$ cat config.mk
export PLATFORM = sky130hd
export DESIGN_NAME = i2c_slave_responder
export DESIGN_NICKNAME = d
export VERILOG_FILES = /design/src/rtl/i2c_slave_responder_pkg.sv /design/src/rtl/i2c_slave_responder_bus_sync.sv /design/src/rtl/i2c_slave_responder.sv
export SDC_FILE = /design/constraint.sdc
export NUM_CORES = 1
export LEC_CHECK = 0
export ABC_AREA = 1
export ABC_CLOCK_PERIOD_IN_PS = 1950
export CORE_MARGIN = 2
export CORE_UTILIZATION = 35
export CTS_BUF_LIST = sky130_fd_sc_hd__clkbuf_2 sky130_fd_sc_hd__clkbuf_4 sky130_fd_sc_hd__clkbuf_8
export DETAILED_ROUTE_END_ITERATION = 10
export DONT_BUFFER_PORTS = 1
export SYNTH_ARGS = -nofsm -noshare
export SYNTH_HDL_FRONTEND = slang
export SYNTH_SLANG_ARGS = --single-unit
export TNS_END_PERCENT = 5
$ cat constraint.sdc
create_clock -name clk_i -period 1.95 [get_ports clk_i]
set_input_delay 0.39 -clock clk_i [delete_from_list [all_inputs] [get_ports clk_i]]
set_output_delay 0.39 -clock clk_i [all_outputs]
set_load 0.01 [all_outputs]
$ cat src/rtl/i2c_slave_responder_pkg.sv
// Shared types and constants for the I2C target responder.
package i2c_slave_pkg;

  typedef enum logic [3:0] {
    IDLE,
    ADDR,
    ADDR_ACK,
    WR_DATA,
    WR_ACK,
    RD_DATA,
    RD_ACK,
    IGNORE,
    WAIT_STOP
  } i2c_slave_state_t;

  localparam logic       I2C_RW_READ   = 1'b1;
  localparam int         I2C_BYTE_BITS = 8;
  localparam logic [2:0] I2C_LAST_BIT  = 3'(I2C_BYTE_BITS - 1);

  // Addressed phases of a transfer.
  function automatic logic state_is_busy(input i2c_slave_state_t s);
    case (s)
      ADDR_ACK, WR_DATA, WR_ACK, RD_DATA, RD_ACK: return 1'b1;
      default:                                    return 1'b0;
    endcase
  endfunction

endpackage

$ cat src/rtl/i2c_slave_responder_bus_sync.sv
// SCL/SDA synchronizers plus registered edge and START/STOP pulses.
module i2c_bus_sync #(
  parameter int SYNC_STAGES = 2
) (
  input  logic i_clk,
  input  logic i_rst,
  input  logic i_scl,
  input  logic i_sda,
  output logic o_scl_rise,
  output logic o_scl_fall,
  output logic o_start,
  output logic o_stop,
  output logic o_sda
);

  logic [SYNC_STAGES-1:0] r_scl_sync;
  logic [SYNC_STAGES-1:0] r_sda_sync;
  logic                   r_scl_hist;
  logic                   r_sda_hist;
  logic                   w_scl;
  logic                   w_sda;

  assign w_scl = r_scl_sync[SYNC_STAGES-1];
  assign w_sda = r_sda_sync[SYNC_STAGES-1];

  // Idle bus level is high, so everything presets to 1 to avoid false events.
  always_ff @(posedge i_clk) begin
    if (i_rst) begin
      r_scl_sync <= '1;
      r_sda_sync <= '1;
      r_scl_hist <= 1'b1;
      r_sda_hist <= 1'b1;
      o_scl_rise <= 1'b0;
      o_scl_fall <= 1'b0;
      o_start    <= 1'b0;
      o_stop     <= 1'b0;
      o_sda      <= 1'b1;
    end else begin
      r_scl_sync <= {r_scl_sync[SYNC_STAGES-2:0], i_scl};
      r_sda_sync <= {r_sda_sync[SYNC_STAGES-2:0], i_sda};
      r_scl_hist <= w_scl;
      r_sda_hist <= w_sda;
      o_scl_rise <= w_scl & ~r_scl_hist;
      o_scl_fall <= ~w_scl & r_scl_hist;
      o_start    <= w_scl & r_scl_hist & r_sda_hist & ~w_sda;
      o_stop     <= w_scl & r_scl_hist & ~r_sda_hist & w_sda;
      o_sda      <= w_sda;
    end
  end

endmodule

$ cat src/rtl/i2c_slave_responder.sv
// I2C target: acks SLAVE_ADDR, streams written bytes to a sink and read bytes from a source.
module i2c_slave_responder
  import i2c_slave_pkg::*;
#(
  parameter logic [6:0] SLAVE_ADDR  = 7'h22,
  parameter int         SYNC_STAGES = 2
) (
  input  logic       clk_i,
  input  logic       rst_i,
  input  logic       scl_i,
  input  logic       sda_i,
  output logic       sda_oe_o,
  output logic [7:0] wr_data_o,
  output logic       wr_valid_o,
  input  logic       wr_full_i,
  output logic       rd_req_o,
  input  logic [7:0] rd_data_i,
  output logic       start_o,
  output logic       stop_o,
  output logic       busy_o
);

  logic w_scl_rise;
  logic w_scl_fall;
  logic w_start;
  logic w_stop;
  logic w_sda;

  i2c_bus_sync #(.SYNC_STAGES(SYNC_STAGES)) u_sync (
    .i_clk      (clk_i),
    .i_rst      (rst_i),
    .i_scl      (scl_i),
    .i_sda      (sda_i),
    .o_scl_rise (w_scl_rise),
    .o_scl_fall (w_scl_fall),
    .o_start    (w_start),
    .o_stop     (w_stop),
    .o_sda      (w_sda)
  );

  i2c_slave_state_t r_state;
  logic [6:0]       r_shift;
  logic [7:0]       r_tx;
  logic [2:0]       r_bit_cnt;
  logic             r_rw;
  logic             r_ack_drv;  // ACK slot currently being driven
  logic             r_ack_ok;
  logic             r_first;    // next fall puts the MSB of a fresh read byte on the bus

  assign busy_o = state_is_busy(r_state);

  always_ff @(posedge clk_i) begin
    if (rst_i) begin
      r_state    <= IDLE;
      r_shift    <= '0;
      r_tx       <= '0;
      r_bit_cnt  <= '0;
      r_rw       <= 1'b0;
      r_ack_drv  <= 1'b0;
      r_ack_ok   <= 1'b0;
      r_first    <= 1'b0;
      sda_oe_o   <= 1'b0;
      wr_data_o  <= '0;
      wr_valid_o <= 1'b0;
      rd_req_o   <= 1'b0;
      start_o    <= 1'b0;
      stop_o     <= 1'b0;
    end else begin
      wr_valid_o <= 1'b0;
      rd_req_o   <= 1'b0;
      start_o    <= 1'b0;
      stop_o     <= 1'b0;
      if (w_start) begin
        r_state   <= ADDR;
        r_bit_cnt <= '0;
        r_ack_drv <= 1'b0;
        r_first   <= 1'b0;
        sda_oe_o  <= 1'b0;
        start_o   <= 1'b1;
      end else if (w_stop) begin
        r_state   <= IDLE;
        r_ack_drv <= 1'b0;
        sda_oe_o  <= 1'b0;
        stop_o    <= 1'b1;
      end else begin
        case (r_state)
          ADDR: if (w_scl_rise) begin
            r_shift   <= {r_shift[5:0], w_sda};
            r_bit_cnt <= r_bit_cnt + 3'd1;
            if (r_bit_cnt == I2C_LAST_BIT) begin
              r_rw    <= w_sda;
              r_state <= (r_shift == SLAVE_ADDR) ? ADDR_ACK : IGNORE;
            end
          end
          ADDR_ACK: begin
            if (w_scl_rise && r_rw == I2C_RW_READ) rd_req_o <= 1'b1;
            if (w_scl_fall) begin
              if (!r_ack_drv) begin
                sda_oe_o  <= 1'b1;
                r_ack_drv <= 1'b1;
              end else begin
                r_ack_drv <= 1'b0;
                if (r_rw == I2C_RW_READ) begin
                  sda_oe_o <= ~r_tx[7];
                  r_first  <= 1'b0;
                  r_state  <= RD_DATA;
                end else begin
                  sda_oe_o <= 1'b0;
                  r_state  <= WR_DATA;
                end
              end
            end
          end
          WR_DATA: if (w_scl_rise) begin
            r_shift   <= {r_shift[5:0], w_sda};
            r_bit_cnt <= r_bit_cnt + 3'd1;
            if (r_bit_cnt == I2C_LAST_BIT) begin
              r_state    <= WR_ACK;
              wr_data_o  <= {r_shift, w_sda};
              wr_valid_o <= ~wr_full_i;
              r_ack_ok   <= ~wr_full_i;
            end
          end
          WR_ACK: if (w_scl_fall) begin
            if (!r_ack_drv) begin
              sda_oe_o  <= r_ack_ok;
              r_ack_drv <= 1'b1;
            end else begin
              sda_oe_o  <= 1'b0;
              r_ack_drv <= 1'b0;
              r_state   <= WR_DATA;
            end
          end
          RD_DATA: if (w_scl_fall) begin
            if (r_first) begin
              sda_oe_o <= ~r_tx[7];
              r_first  <= 1'b0;
            end else if (r_bit_cnt == I2C_LAST_BIT) begin
              sda_oe_o  <= 1'b0;
              r_bit_cnt <= '0;
              r_state   <= RD_ACK;
            end else begin
              r_tx      <= {r_tx[6:0], 1'b0};
              sda_oe_o  <= ~r_tx[6];
              r_bit_cnt <= r_bit_cnt + 3'd1;
            end
          end
          RD_ACK: if (w_scl_rise) begin
            if (!w_sda) begin
              rd_req_o <= 1'b1;
              r_first  <= 1'b1;
              r_state  <= RD_DATA;
            end else begin
              r_state  <= WAIT_STOP;
            end
          end
          default: sda_oe_o <= 1'b0;
        endcase
      end
      // Source byte is taken in the cycle the request strobe is visible.
      if (rd_req_o) r_tx <= rd_data_i;
    end
  end

endmodule

==> metrics.yaml, run 1 <==
final_layout:
  fin_area_um2: 2460
  area_delta_synth_final_pct: 8.85
  fin_nets: 332
  diodes: 0
  drive_gt1_frac: 0.142
grt:
  overflow: 0
  grt_pass1_wl_um: 8410
  antenna_found_initial: 0
  grt_pass1_vias: 1815
  gr-usage-all-layers: 0.144
  grt_max_degree: 21
floorplan:
  initial_core_util: 0.358
  die-area_um2: 7120
  rows: 29
  design.core.area_um2: 6310
  pin_count: 27
  fp.dieH_um: 84.4
  fp.dieW_um: 84.4
power_and_ir_drop:
  internal_power_mw: 1.56
  swShare: 0.321
  combinationalPowerShare: 0.233
  total_power_mw: 2.29
  p_clk_frac: 0.278
  leakage_nw: 1.09
  switchingPower_uw: 736
  powerDensity_nw_per_um2: 932
  peakVddDrop_mv: 0.448
  power_frac_seq: 0.489
timing:
  rsz0062_at_grt: "false"
  slew_headroom: 0.735
  fin_crit_ps: 1820
  timing.fmax_mhz: 550
  finalSetupViolCount: 0
  fin_hold_ws_ps: 157
  period_share: 0.932
  hold_violations: 0
  slew_violations: 0
  fin_ws_ps: 132
  setup_tns_ps: 0
  fin_skew_ps: 6.81
  worst_pin_slew_ps: 398
route:
  vias_per_cell: 4.89
  routedWlPerCell_um: 12.3
  drc_errors: 0
  drt-total-wl_um: 4860
  drt_iter0_drc: 120
  postRouteAntennaNets: 0
  via_count: 1926
  drtPass1Iterations: 4
setup_path:
  cpPeakStageDelay_ps: 410
  cp.arrival_ps: 1430
  r2r_start: "r_bit_cnt[0]"
  r2r_end: "r_tx[2]"
  start_kind: "flip-flop"
  required_ps: 1560
  cp_num_buf_inv: 2
  path_class: "reg2out"
  crit_chain: "inv_2 > nor2_4 > nand2_2 > nand2_1 > nor2_1 > inv_1"
  r2r_cells: 8
  cp.depth: 6
  cp-end-kind: "primary output"
  crit_start: "r_state[2]"
  endpoint: "busy_o"
  cp_slowest_cell: "dfxtp_1"
  critical_path.max_fanout: 7
  rrSetupSlack_ps: 230
  crit_family: "simple AND/OR/NAND/NOR gates"
clock_tree:
  insertion_delay_ps: 300
  cts-root-buf: "clkbuf_8"
  cts_buffers: 5
  clk_path_buf_depth: 2
  tritoncts: "yes"
  path_clk_slew_ps: 80
  h-tree-depth: 2
  cts.sinks: 49
logic_synthesis:
  synthDistinctLibCells: 32
  syn_area_um2: 2260
  synth-seq-cells: 49
  syn_avg_cell_area_um2: 7.27
  synth_cells: 311
  yosysWarningCount: 0
  syn_nets: 327
  ys_seq_area_frac: 0.434
placement:
  gp_congestion: 0.913
  dpl.hpwl_um: 3680
  place_ws_ps: 233
  io_buffers: 0
  place_area_um2: 2360
job:
  max-cap-violations: 0
worst_hold_path:
  worstHoldPathType: "in2reg"
status:
  outcome: "complete, no violations"
-- registers in the layout (all words and copies together), names as in the netlist --
signal	count
r_tx	8
wr_data_o	8
r_shift	7
r_state	4
r_bit_cnt	3
u_sync.r_scl_sync	2
u_sync.r_sda_sync	2
r_ack_drv	1
r_ack_ok	1
r_first	1
r_rw	1
rd_req_o	1
sda_oe_o	1
start_o	1
stop_o	1
u_sync.o_scl_fall	1
u_sync.o_scl_rise	1
u_sync.o_start	1
u_sync.o_stop	1
u_sync.r_scl_hist	1
u_sync.r_sda_hist	1
wr_valid_o	1
-- through the flow --
step | util | instances
after floorplan | - | 311
after global placement | 0.373 | 386
after detailed placement | 0.373 | 386
after CTS | 0.389 | 394
after global routing | 0.390 | 394
final | 0.390 | 394
-- layout by cell type, fill, tap and decap left out, types with 2 or more instances in the layout --
| cell | netlist | routed |
|---|---|---|
| a211oi_1 | 2 | 2 |
| a21oi_1 | 27 | 27 |
| a22oi_1 | 6 | 6 |
| buf_4 | 1 | 5 |
| clkbuf_8 | 0 | 7 |
| dfxtp_1 | 49 | 46 |
| dfxtp_2 | 0 | 3 |
| ha_1 | 3 | 3 |
| inv_1 | 36 | 36 |
| inv_2 | 9 | 9 |
| nand2_1 | 60 | 60 |
| nand2_2 | 4 | 4 |
| nand3_1 | 18 | 18 |
| nand4_1 | 2 | 2 |
| nor2_1 | 43 | 43 |
| nor2_2 | 2 | 2 |
| nor2_4 | 5 | 5 |
| nor3_4 | 2 | 2 |
| nor4_1 | 3 | 3 |
| o21ai_0 | 9 | 9 |
| o21ai_1 | 12 | 12 |
| or2_2 | 4 | 4 |
-- cells in the mapped netlist --
cell type | number | share of area
mux2i_1 | 1 | 0.0044
or2_2 | 4 | 0.011
dfxtp_1 | 49 | 0.43
ha_1 | 3 | 0.017
nand3_4 | 1 | 0.0077
buf_1 | 1 | 0.0017
o21bai_1 | 1 | 0.0033
nor4_1 | 3 | 0.0083
nor2_1 | 43 | 0.071
a22oi_1 | 6 | 0.020
inv_1 | 36 | 0.060
inv_2 | 9 | 0.015
nand2_2 | 4 | 0.011
o21ai_0 | 9 | 0.020
buf_6 | 1 | 0.0050
buf_4 | 1 | 0.0033
a211oi_1 | 2 | 0.0066
nor2_4 | 5 | 0.025
clkbuf_1 | 3 | 0.0050
nor3_2 | 1 | 0.0044
a21oi_1 | 27 | 0.060
nand4_1 | 2 | 0.0055
nand2_1 | 60 | 0.10
buf_2 | 1 | 0.0022
nor3_1 | 1 | 0.0022
o21ai_1 | 12 | 0.027
nor3_4 | 2 | 0.014
o211ai_1 | 1 | 0.0033
nor2_2 | 2 | 0.0055
o22ai_1 | 1 | 0.0028
a211oi_2 | 1 | 0.0055
nand3_1 | 18 | 0.040
-- routing by layer --
layer	vias up	global-route usage	part of all wire
met5	-	0	0
met4	0	0.0548	0.019
met3	8	0.0265	0.037
met2	42	0.241	0.49
met1	869	0.186	0.45
li1	1007	-	-
-- kinds of logic (layout without fill, tap and decap cells) --
group                      after synthesis  in the layout  share of synthesized area
and+or+nand+nor                        146            146                      0.306
AOI/OAI and AO/OA                       60             60                      0.148
buffers and inverters                   52             58                     0.0918
DFF                                     49             49                      0.434
adders and majority gates                3              3                     0.0166
muxes                                    1              1                    0.00442
-- power groups by stage --
stage / Sequential [mW] / Clock [mW] / Combinational (mW)
after floorplan: 1.13 / 0 / 0.444
after global placement: 1.14 / 0 / 0.533
after detailed placement: 1.14 / 0 / 0.532
after CTS: 1.12 / 0.667 / 0.534
after global routing: 1.13 / 0.704 / 0.618
final: 1.12 / 0.637 / 0.535
-- worst min path at each step --
stage,start,to,slack [ps],depth (start not counted)
after floorplan,u_sync.r_scl_sync[0],u_sync.r_scl_sync[1],390,1
after global placement,u_sync.r_scl_sync[0],u_sync.r_scl_sync[1],390,1
after detailed placement,u_sync.r_sda_sync[0],u_sync.r_sda_sync[1],400,1
after CTS,rst_i,r_tx[2],140,1
after global routing,rst_i,r_ack_ok,140,1
final,rst_i,r_tx[4],160,1
-- layout make-up --
class / instances / area [um^2]
Sequential cell: 49 / 985
Tap cell: 77 / 96.3
Inverter: 45 / 169
Fill cell: 676 / 3850
Timing Repair Buffer: 5 / 37.5
Clock buffer: 7 / 96.3
Multi-Input combinational cell: 210 / 1070
Clock inverter: 1 / 5.00
-- timing repair --
action | in CTS | in global routing
gates resized for setup | 0 | 3
endpoints found under the setup margin | 0 | 1
setup buffers | 0 | 0
hold buffers | 0 | 0
(Power assumes the default switching activity.)
==> run 2: changes to the inputs <==
- CORE_MARGIN: 2 -> 4
- REMOVE_ABC_BUFFERS: not set -> 1
==> run 2 against run 1 <==
Effect of this change:
- fmax down 2.4%
- cell area unchanged
- total power up 5.0%
- utilization unchanged
- register-to-register slack worse by 60 ps
- combinational power up 0.7%
- wire length up 0.56%
- via count down 1.6%
- critical path depth unchanged
==> metrics.yaml, run 2 (same netlist as run 1, synthesis figures left out) <==
route:
  drt_iter0_drc: 127  # +5.8%
  via_count: 1896  # -1.6%
  drtPass1Iterations: 4  # unchanged
  wl_met1_um: 2350  # +6.2%
  postRouteAntennaNets: 0  # unchanged
  drc_errors: 0  # unchanged
  routedWlPerCell_um: 12.5  # +1.1%
  top_layer_used: "met4"
  drt-total-wl_um: 4890  # +0.56%
  met3_length_um: 254  # +40%
  vias_per_cell: 4.84  # -1.1%
  wl_met2_um: 2220  # -6.4%
timing:
  slew_violations: 0  # unchanged
  setup_tns_ps: 0  # unchanged
  timing.fmax_mhz: 537  # -2.4%
  hold_violations: 0  # unchanged
  fin_crit_ps: 1860  # +43.9 ps
  fin_hold_ws_ps: 151  # -5.49 ps
  fin_skew_ps: 5.07  # -1.74 ps
  period_share: 0.955  # +0.0225
  rsz0062_at_grt: "false"
  worst_pin_slew_ps: 653  # +255 ps
  slew_headroom: 0.564  # -0.170
  finalSetupViolCount: 0  # unchanged
final_layout:
  final_cell_mix: "nand2_1 (60), dfxtp_1 (49), nor2_1 (43)"
  drive_gt1_frac: 0.127  # -0.0150
  fillers: 666  # -1.5%
  diodes: 0  # unchanged
  register_area_um2: 981  # -0.38%
  final_common_cell: "nand2_1"
  area_delta_synth_final_pct: 8.85  # unchanged
  fin_nets: 330  # -0.60%
  multi_input_area_um2: 1070  # unchanged
  reg_top3: "r_tx: 8 flops, wr_data_o: 8 flops, r_shift: 7 flops"
power_and_ir_drop:
  powerDensity_nw_per_um2: 978  # +5.0%
  peakVddDrop_mv: 0.606  # +35%
  leakage_nw: 1.08  # -0.83%
  total_power_mw: 2.41  # +5.0%
worst_hold_path:
  worstHoldPathType: "in2reg"
setup_path:
  crit_chain: "inv_2 > nor2_4 > nand2_2 > nand2_1 > nor2_1 > inv_1"
  critical_path.max_fanout: 7  # unchanged
  cp_num_buf_inv: 2  # unchanged
  cp.arrival_ps: 1470  # +40 ps
  cp_slowest_cell: "dfxtp_1"
  cp-end-kind: "primary output"
  path_class: "reg2out"
  cpPeakStageDelay_ps: 480  # +70 ps
  start_kind: "flip-flop"
  crit_family: "flip-flops"
  required_ps: 1560  # about the same
grt:
  antenna_found_initial: 0  # unchanged
  gr-usage-all-layers: 0.132  # -0.0126
  overflow: 0  # unchanged
  grt_pass1_wl_um: 8170  # -2.9%
  grt_max_degree: 21  # unchanged
  grt_pass1_vias: 1780  # -1.9%
clock_tree:
  clk_path_buf_depth: 2  # unchanged
  cts_resized: 0  # unchanged
  cts_hold_buf: 0  # unchanged
  tritoncts: "yes"
  path_clk_slew_ps: 90  # about the same
  cts_setup_buffers: 0  # unchanged
  cts-root-buf: "clkbuf_8"
  cts.sinks: 49  # unchanged
  insertion_delay_ps: 290  # about the same
  h-tree-depth: 2  # unchanged
  cts_buffers: 5  # unchanged
placement:
  io_buffers: 0  # unchanged
  dpl.hpwl_um: 3660  # -0.65%
  gp_congestion: 0.890  # -2.6%
floorplan:
  fp.dieW_um: 88.4  # +4.7%
  initial_core_util: 0.358  # unchanged
  die-area_um2: 7810  # +9.7%
  rows: 29  # unchanged
  fp.dieH_um: 88.4  # +4.7%
  design.core.area_um2: 6310  # unchanged
  pin_count: 27  # unchanged
status:
  outcome: "complete, no violations"
job:
  max-cap-violations: 0  # unchanged
## run 2: cell count changes in the layout (fill, tap and decap cells not counted), sizes merged
cell      delta
buf          -2
bufinv       +1
clkbuf       -1
clkinv       -1
clkinvlp     +1
## run 2: metrics by stage
step                instances  worst slack [ps]  cell area, um^2  utilization
global placement          384               200             2340        0.371
finish                    392              87.9             2460        0.390
global route              392              25.4             2460        0.390
floorplan                 304               346             2220            -
CTS                       392              88.8             2460        0.390
detailed placement        384               182             2340        0.371
## run 2: layer usage
layer | track usage | vias up
met5 | 0 | -
met4 | 0.0412 | 0
met3 | 0.0391 | 8
met2 | 0.215 | 35
met1 | 0.168 | 846
li1 | - | 1007
## run 2: layout make-up
cell class                 count  area share
clock buffer                   6      0.0335
multi-input combinational    210       0.436
clock inverter                 2      0.0152
timing repair buffer           3     0.00915
tap                           77      0.0391
inverter                      45      0.0686
sequential                    49       0.398
## run 2: where the power goes
group | internal, mW | total, mW | switching [mW] | leakage (nW)
sequential | 1.06 | 1.12 | 0.0612 | 0.397
clock | 0.417 | 0.750 | 0.333 | 0.0574
combinational | 0.178 | 0.539 | 0.361 | 0.622
## run 2: final timing paths
path / startpoint / end / slack, ps / cells after the start
worst max-delay path: r_state[0] / busy_o / 90 / 6
worst min-delay path: rst_i / r_tx[4] / 150 / 1
worst max register to register: r_bit_cnt[0] / r_tx[1] / 170 / 10
worst min register to register: u_sync.r_scl_sync[0] / u_sync.r_scl_sync[1] / 420 / 1
## run 2: worst register-to-register path: stages (launching register included)
cell     delay (ps)
dfxtp_1         340
ha_1            220
ha_1            220
inv_1            90
nand3_1         120
nor3_4          360
nor2_4          110
nand2_1          90
o21ai_1          60
nand2_1          60
inv_1            30
==> edit (config.mk and constraints of run 2) <==
Re-encode `i2c_slave_state_t` (9 states) as one-hot, 9 bits wide.
--- a/src/rtl/i2c_slave_responder_pkg.sv
+++ b/src/rtl/i2c_slave_responder_pkg.sv
@@ -1,16 +1,16 @@
 // Shared types and constants for the I2C target responder.
 package i2c_slave_pkg;
 
-  typedef enum logic [3:0] {
-    IDLE,
-    ADDR,
-    ADDR_ACK,
-    WR_DATA,
-    WR_ACK,
-    RD_DATA,
-    RD_ACK,
-    IGNORE,
-    WAIT_STOP
+  typedef enum logic [8:0] {
+    IDLE      = 9'b000000001,
+    ADDR      = 9'b000000010,
+    ADDR_ACK  = 9'b000000100,
+    WR_DATA   = 9'b000001000,
+    WR_ACK    = 9'b000010000,
+    RD_DATA   = 9'b000100000,
+    RD_ACK    = 9'b001000000,
+    IGNORE    = 9'b010000000,
+    WAIT_STOP = 9'b100000000
   } i2c_slave_state_t;
 
   localparam logic       I2C_RW_READ   = 1'b1;
Check against the original RTL: no difference found for any inputs over 10 cycles, from zero or initial values and one cycle with rst_i high; not proved beyond that.
==> edit against run 2 <==
- utilization up 0.29 points
- clock skew is 0.0044 ns higher
- sequential cell count rose by 5
- die area up 9.2%
- synthesized area increased by 10%
- wire length up 15%
- cell area increased by 9.6%
- setup slack better by 0.021 ns
Power is not compared: it rests on default switching activity, and its combinational part moved more than twofold at a synthesized area within 25%.
==> edit: results (changes against run 2) <==
| Metric | Value |
|---|---|
| Status | complete, no violations |
| Worst hold path type | input pin to flop |
| Ant diodes | 0 (unchanged) |
| CTS buffer count | 5 (unchanged) |
| Initial DRC Count | 144 (+13%) |
| Top post-synthesis cells by area | dfxtp_1 (43%), nand2_1 (9.2%), nor2_1 (7.4%), a21oi_1 (5.8%), inv_1 (5.6%) |
| Register area share after synthesis | 43.4% (about the same) |
| DP Area | 2580 um^2 (+10%) |
| Total GRT Usage | 14.1% (+0.94 points) |
| Registers with the most flip-flops | r_state: 9 flops, r_tx: 8 flops, wr_data_o: 8 flops |
| Max_slew headroom | 66.3% (+9.9 points) |
| CP arrival | 1.45 ns (-0.02 ns) |
| FILL cells | 716 (+7.5%) |
| First-pass GRT wire length | 9.68 mm (+18%) |
| CTS max path bufs | 2 (unchanged) |
| DR pass1 iterations | 4 (unchanged) |
| Port bufs | 0 (unchanged) |
| DR vias/cell | 4.76 (-1.6%) |
| Cells after synthesis | 342 (+10%) |
| Post-CTS Setup Bufs | 0 (unchanged) |
| Worst path slowest cell | dfxtp_1 |
| Post-Route WL | 5.63 mm (+15%) |
| Peak VDD IR | 335 uV |
| Gpl congestion | 0.927 (+4.2%) |
| Final Non-Filler Cells | 439 (+12%) |
| Largest net degree at the start of global routing | 23 (+9.5%) |
| Vias in the first global route | 2028 (+14%) |
| Leakage power total | 1.12 nW |
| Placed Cells | 431 (+12%) |
| CTS resizes | 0 (unchanged) |
| Switch share | 21.4% |
| Hpwl dp | 4.32 mm (+18%) |
| Post-synth top flop | dfxtp_1 |
| Htree depth | 2 (unchanged) |
| Total number of yosys warnings | 0 (unchanged) |
| Clk_skew | 0.00948 ns (+0.00441 ns) |
| Synth top cells by count | nand2_1 (61), dfxtp_1 (54), nor2_1 (49) |
| Distinct cells, synth | 31 (-3.1%) |
| Layout cell share with drive strength beyond 1 | 13.7% (+1.0 points) |
| Final nets | 358 (+8.5%) |
| Most frequent cell after synthesis | nand2_1 |
| Pre-CTS WS | 0.143 ns (-0.0389 ns) |
| Largest stage delay, worst path | 0.37 ns (-0.11 ns) |
| Clk root buf | clkbuf_8 |
| Asr flop ratio synth | 0% (unchanged) |
| CP max FO | 5 (-2) |
| Clk slew on worst S/H paths | 0.10 ns |
| Insertion delay to the later sink of the worst-skew pair | 0.31 ns (+0.02 ns) |
| CP delay by family, top | simple AND/OR/NAND/NOR gates |
| Initial antenna violation count | 0 (unchanged) |
edit: cell count changes after synthesis, sizes merged, moves of 4 or more:
| cell | change |
|---|---|
| a22oi | -4 |
| a31oi | +4 |
| dfxtp | +5 |
| nand2 | +7 |
| nand3 | +9 |
| nand4 | +6 |
| nor2 | +11 |
edit: worst paths after layout:
check / startpoint / end / slack, ns / depth (start not counted)
hold / removal: rst_i / r_tx[0] / 0.14 / 1
hold reg to reg: u_sync.r_sda_sync[0] / u_sync.r_sda_sync[1] / 0.41 / 1
setup reg to reg: r_bit_cnt[0] / r_tx[3] / 0.20 / 10
setup / recovery: r_state[5] / busy_o / 0.11 / 5
edit: power groups by stage:
stage / Combinational [W] / Sequential (W) / Clock [W]
3_5_place_dp: 0.0000483 / 0.00115 / 0
2_1_floorplan: 0.0000382 / 0.00114 / 0
3_3_place_gp: 0.0000481 / 0.00115 / 0
5_1_grt: 0.0000567 / 0.00112 / 0.000819
4_1_cts: 0.0000486 / 0.00112 / 0.000776
6_report: 0.0000485 / 0.00112 / 0.000747
edit: logic make-up after synthesis:
kind of cell,synth area share (%)
AND/OR/NAND/NOR,35.2
AO/OA/AOI/OAI,12.5
buffers and inverters,7.94
flip-flops,43.4
adder cells (fa/ha/maj),1.00
edit: cell type report:
class	count	area, um^2	share of cell area (%)
clock buffer	5	68.8	2.55
multi-input combinational	238	1210	45.0
sequential	54	1080	40.1
timing repair buffer	1	7.51	0.278
tap	96	120	4.45
clock inverter	2	38.8	1.44
inverter	43	166	6.17
edit: metal layers:
layer  vias up  GRT usage (%)  part of all wire, %
met5         -              0                    0
met4         0           5.32                  2.4
met2        49           22.1                   44
li1       1113              -                    -
met3         8           3.57                  5.4
met1       920           18.7                   48
